### src/rtl/uart_tx_fifo.sv
// Buffered transmit front-end for UART_Module: a circular byte FIFO drained
// one byte at a time through a start/busy/complete handshake.
module uart_tx_fifo #(
    parameter int unsigned ADDR_W = 4,
    parameter int unsigned DATA_W = 8
) (
    input  logic              clk,
    input  logic              reset_n,
    input  logic [DATA_W-1:0] wr_data,
    input  logic              wr_en,
    input  logic              ovf_clr,
    output logic              full,
    output logic              empty,
    output logic [ADDR_W:0]   count,
    output logic              overflow,
    output logic [DATA_W-1:0] tx_data,
    output logic              tx_start,
    input  logic              tx_busy,
    input  logic              tx_complete_flag,
    output logic              tx_complete_del_flag,
    output logic              idle
);

    localparam logic [ADDR_W:0]   DEPTH   = {1'b1, {ADDR_W{1'b0}}};
    localparam logic [ADDR_W:0]   CNT_ONE = (ADDR_W+1)'(1);
    localparam logic [ADDR_W-1:0] PTR_ONE = ADDR_W'(1);

    typedef enum logic [2:0] {
        IDLE,
        LOAD,
        START,
        WAIT_DONE,
        ACK
    } state_t;

    state_t            state;
    state_t            state_next;
    logic [DATA_W-1:0] mem [2**ADDR_W];
    logic [ADDR_W-1:0] wr_ptr;
    logic [ADDR_W-1:0] rd_ptr;
    logic [ADDR_W:0]   count_next;
    logic              push;
    logic              pop;

    assign push = wr_en && !full;
    assign pop  = (state == IDLE) && (state_next == LOAD);
    assign idle = (state == IDLE) && empty;

    always_comb begin
        count_next = count;
        if (push && !pop) begin
            count_next = count + CNT_ONE;
        end else if (pop && !push) begin
            count_next = count - CNT_ONE;
        end
    end

    always_ff @(posedge clk) begin
        if (push) begin
            mem[wr_ptr] <= wr_data;
        end
    end

    // The byte is fetched on entry to LOAD, so tx_data is already valid
    // while LOAD is held and stays put until the next pop.
    always_ff @(posedge clk or negedge reset_n) begin
        if (!reset_n) begin
            wr_ptr   <= '0;
            rd_ptr   <= '0;
            count    <= '0;
            full     <= 1'b0;
            empty    <= 1'b1;
            overflow <= 1'b0;
            tx_data  <= '0;
        end else begin
            if (push) begin
                wr_ptr <= wr_ptr + PTR_ONE;
            end
            if (pop) begin
                rd_ptr  <= rd_ptr + PTR_ONE;
                tx_data <= mem[rd_ptr];
            end
            count <= count_next;
            full  <= (count_next == DEPTH);
            empty <= (count_next == '0);
            if (wr_en && full) begin
                overflow <= 1'b1;
            end else if (ovf_clr) begin
                overflow <= 1'b0;
            end
        end
    end

    always_ff @(posedge clk or negedge reset_n) begin
        if (!reset_n) begin
            state <= IDLE;
        end else begin
            state <= state_next;
        end
    end

    always_comb begin
        state_next           = state;
        tx_start             = 1'b0;
        tx_complete_del_flag = 1'b0;
        case (state)
            IDLE: begin
                if (!empty && !tx_busy && !tx_complete_flag) begin
                    state_next = LOAD;
                end
            end
            LOAD: begin
                state_next = START;
            end
            START: begin
                tx_start = 1'b1;
                if (tx_busy || tx_complete_flag) begin
                    state_next = WAIT_DONE;
                end
            end
            WAIT_DONE: begin
                if (tx_complete_flag) begin
                    state_next = ACK;
                end
            end
            ACK: begin
                tx_complete_del_flag = 1'b1;
                if (!tx_complete_flag) begin
                    state_next = IDLE;
                end
            end
            default: begin
                state_next = IDLE;
            end
        endcase
    end

endmodule

### config.mk
export PLATFORM = sky130hd
export DESIGN_NAME = uart_tx_fifo
export DESIGN_NICKNAME = d
export VERILOG_FILES = /design/src/rtl/uart_tx_fifo.sv
export SDC_FILE = /design/constraint.sdc
export NUM_CORES = 1
export LEC_CHECK = 0
export BUFFER_PORTS_ARGS = -buffer_cell sky130_fd_sc_hd__clkbuf_2
export CORE_MARGIN = 3
export CORE_UTILIZATION = 50
export DETAILED_ROUTE_END_ITERATION = 8
export PLACE_DENSITY = 0.67
export REMOVE_ABC_BUFFERS = 1
export SLEW_MARGIN = 10
export SYNTH_ARGS = -nofsm -noshare
export SYNTH_HDL_FRONTEND = slang
export SYNTH_SLANG_ARGS = --single-unit
### constraint.sdc
create_clock -name clk -period 3.05 [get_ports clk]
set_clock_uncertainty 0.15 [all_clocks]
set_input_delay 0.4575 -clock clk [delete_from_list [all_inputs] [get_ports clk]]
set_output_delay 0.4575 -clock clk [all_outputs]
set_load 0.01 [all_outputs]
After elaboration in Yosys (flattened, before gate mapping)
Memory sizes are Yosys's and may differ from the RTL's. A register that Yosys moved wholly into a read port is not among the register bits.
Index checks and enable logic that the tools add are counted.

operators by class
  muxes and demuxes = 13
  eq/ne operators = 6
  reduce and logical (&&, ||, !) cells = 19
  $add $sub $neg = 4

operator list
  cell                                                                   count
  3-bit one-hot mux with 5 select lines                                  1
  3-bit two-way mux                                                      4
  5-bit two-way mux                                                      2
  4-bit by 1-bit adder with 4-bit output, second input constant          2
  1-bit logical AND                                                      8
  1-bit logical NOT                                                      7
  3-bit by 1-bit equality test with 1-bit output, second input constant  2
  3-bit by 2-bit equality test with 1-bit output, second input constant  2
  1-bit two-way mux                                                      6
  5-bit by 1-bit adder with 5-bit output, second input constant          1
  5-bit equality test, second input constant                             1
  5-bit logical NOT                                                      1
  5-bit by 1-bit subtractor with 5-bit output, second input constant     1
  3-bit equality test, second input constant                             1
  3-bit logical NOT                                                      1
  2-bit nonzero test                                                     1
  1-bit logical OR                                                       1

word-level totals
  memories kept = 1
  register bits after elaboration = 19
  bits in writable memories = 128
  word-level logic and storage cells = 50
  bits of input ports = 14

memories
  name  words  width  read ports  clocked after Yosys merged registers in  wr ports  RTL line  text
  mem   16     8      1           1                                        1         38        logic [DATA_W-1:0] mem [2**ADDR_W];

Longest topological paths before layout
  depth after elaboration = 11
  gate-level depth with buffers = 8
  mapped depth without buffers = 8

Worst setup path before layout
OpenSTA, ideal clock, no wires.

  path kind = register to register
  start point = register full
  end point = memory mem[3][0] (enable)
  slack = 0.952 ns
  arrival time = 1.564 ns
  cell stages (with the launch flop) = 5
  clock period less this slack = 2.098 ns
  cells stage by stage = dfrtp_1 > and2b_2 > buf_2 > nand2_1 > nor3_1

on the way
  word-level cells in the longest chain between the ends = 4

ends and longest elaborated chain
  element                                  RTL line  text
  from (decl)                              12        output logic full,
  from (signal assigned)                   84        full <= (count_next == DEPTH);
  1-bit logical NOT                        45        assign push = wr_en && !full;
  1-bit logical AND                        45
  1-bit two-way mux                        59        if (push) begin
  1-bit two-way mux (not written as such)  60        mem[wr_ptr] <= wr_data;
  to (decl)                                38

No other way between the ends.

==> impl_metrics.env <==
export IMPL_status="complete, no violations"
export IMPL_async_flop_share_pct=17.4
export IMPL_seq_area_frac_synth_pct=72.0
export IMPL_r2r_cells=5
export IMPL_maxCapViolations=0
export IMPL_ys_seq_elements=155
export IMPL_maxSlewViolCount=0
export IMPL_ys_types=40
export IMPL_first_iter_violations=305
export IMPL_syn_area_mm2=0.00628
export IMPL_worst_slack_ns=0.795
export IMPL_dp_hpwl_um=8140
export IMPL_crit_start="rd_ptr[1]"
export IMPL_setup_violations=0
export IMPL_p_leak_uw=0.00261
export IMPL_worstPathRequired_ns=3.20
export IMPL_endpoint_kind="flop"
export IMPL_start_kind="flop"
export IMPL_fin_crit_sh_pct=73.9
export IMPL_n_antenna_cell=0
export IMPL_portBuffers=32
export IMPL_drive_gt1_share_pct=31.2
export IMPL_yosys_warnings=0
export IMPL_ctsResizeCount=0
export IMPL_wirelength_um=12400
export IMPL_grt_pass1_wl_um=19400
export IMPL_die_area_mm2=0.0139
export IMPL_peakVddDrop_mv=0.538
export IMPL_crit_end="tx_data[6]"
export IMPL_multiInputGateArea_mm2=0.00165
export IMPL_routabilityCongestion=0.782
export IMPL_syn_to_final_growth_pct=17.3
export IMPL_postSynthAreaPerCell_um2=18.1
export IMPL_vias=3201
export IMPL_postRouteAntennaNets=0
export IMPL_instances_no_fill=591
export IMPL_max_stage_delay_ns=0.59
export IMPL_grt_pass1_vias=3304
export IMPL_synthCells=346
export IMPL_postCtsSetupRepairBufs=0
export IMPL_viasPerCell=5.42
export IMPL_crit_buf_inv=1
export IMPL_rsz0062_at_grt="no"
export IMPL_hold_viol=0
export IMPL_r2r_slack_ns=0.79
export IMPL_final_common_cell="edfxtp_1"
export IMPL_coreArea_mm2=0.0122
export IMPL_clock_latency_ns=0.42
export IMPL_grt_max_degree=28
export IMPL_rr_endpoint="tx_data[6]"
export IMPL_worst_pin_slew_ns=0.805
export IMPL_die_w_um=118
export IMPL_cts_tree="yes"
export IMPL_antenna_found_initial=0
export IMPL_grtUsageTotal_pct=19.1
export IMPL_tns_ns=0
export IMPL_post_route_min_period_ns=2.26
export IMPL_drc=0
export IMPL_cp_data_arrival_time_ns=2.41
export IMPL_path_depth=5
export IMPL_max_freq_mhz=443
export IMPL_rows=40
export IMPL_grt_overflow=0
export IMPL_numCtsBuffers=17
export IMPL_cp_slowest_cell="dfrtp_2"
export IMPL_ioPinCount=33
export IMPL_nets=431
export IMPL_crit_path_cell_trace="buf_4 -> mux4_2 -> mux2i_1 -> nor3_1 -> a211o_1"
export IMPL_hp_class="primary input to flop"
export IMPL_ff_latch_area_mm2=0.00452
export IMPL_layout_cells_most_common_list="128 x edfxtp_1, 32 x mux4_2, 32 x clkbuf_2"
export IMPL_path_clk_slew_ns=0.06
export IMPL_relSlewSlack_pct=46.3
export IMPL_dp_slack_ns=0.750
export IMPL_powerDensity_mw_per_mm2=907
export IMPL_max_clock_path_buffers=2
export IMPL_path_class="flop to flop"
export IMPL_wire_per_inst_um=20.9
export IMPL_die_h_um=118
export IMPL_worstReg2RegStart="rd_ptr[1]"
export IMPL_nFillCells=884
export IMPL_drtPass1Iterations=5
export IMPL_synth_main_ff_cell="edfxtp_1"
export IMPL_clock_sinks=155
export IMPL_start_util_pct=51.6
export IMPL_synth_edf_count=128
export IMPL_critPathMaxFanout=17
export IMPL_cts_hold_fix_buffers=1
export IMPL_root_buffer="clkbuf_16"
export IMPL_cts_htree_levels=4
export IMPL_dp_cells=558
export IMPL_worst_path_dominant_cell_family="multiplexers"
==> where the power goes <==
part	switching [µW]	internal [µW]	total [µW]	leakage, µW
clock	804	1280	2080	0.000275
combinational	863	811	1670	0.000843
sequential	293	2630	2920	0.00149
==> cell usage after synthesis, types with 2 or more instances <==
cell,number,area (µm²)
dfrtp_1,26,651
buf_2,5,25.0
buf_6,2,22.5
nor4_2,2,25.0
xnor2_1,8,70.1
nor2_1,23,86.3
mux4_2,32,721
o21ai_0,9,45.0
nor3_2,2,20.0
nand2_1,17,63.8
edfxtp_1,128,3840
or3_4,2,22.5
and2_1,2,12.5
a211o_1,4,35.0
nor3_1,16,80.1
nand4_1,5,31.3
clkbuf_1,6,22.5
a21oi_1,5,25.0
inv_1,6,22.5
nand2b_1,3,18.8
ha_1,7,87.6
a32oi_1,2,17.5
mux2i_1,17,170
==> worst min-delay path by stage <==
stage	startpoint	end	slack [ns]	cells past startpoint
floorplan	reset_n	count[0]	0.01	0
global placement	tx_data[6]	tx_data[6]	0.33	1
detailed placement	tx_data[4]	tx_data[4]	0.34	2
CTS	ovf_clr	overflow	0.07	2
global route	ovf_clr	overflow	0.08	2
finish	ovf_clr	overflow	0.08	2
==> stage by stage <==
stage	util [%]	hold slack [ns]	power [µW]	instance area, µm²
6_report	60.6	0.0835	6680	7370
4_1_cts	60.6	0.0696	6760	7370
3_5_place_dp	55.7	0.339	4660	6770
5_1_grt	60.6	0.0770	7020	7370
3_3_place_gp	55.7	0.330	4610	6770
2_1_floorplan	-	0.0119	4030	6200
==> registers in the layout (all words and copies together), names as in the netlist <==
name      cells
count         5
empty         1
full          1
mem         128
overflow      1
rd_ptr        4
state         3
tx_data       8
wr_ptr        4
==> kinds of logic (layout without fill, tap and decap cells) <==
family	Yosys count	in the layout	synth area share, %
DFF	155	155	72.0
and+or+nand+nor	77	77	6.52
muxes	49	49	14.2
AOI/OAI and AO/OA	26	26	2.69
buffers and inverters	22	99	1.71
xor gates and xnor gates	10	10	1.51
adders and majority gates	7	7	1.39
==> routing by layer <==
layer,share of wire [%],up-vias,GRT usage [%]
met5,0,-,0
li1,-,1490,-
met4,1.2,0,7.03
met2,50,90,29.3
met1,42,1612,26.4
met3,6.9,9,5.53
==> worst reg2reg max path, cell delays in order (launching register included) <==
cell     delay, ns
dfrtp_2       0.59
buf_4         0.37
mux4_2        0.55
mux2i_1       0.13
nor3_1        0.06
a211o_1       0.29
==> final cells by class <==
cell class                      instances  area share [%]
Clock inverter                         12            2.00
Timing Repair Buffer                   60            5.06
Tap cell                              168            2.85
Sequential cell                       155            61.4
Clock buffer                           20            5.93
Inverter                                7           0.357
Multi-Input combinational cell        169            22.4
Power figures use the tool's default switching activity.
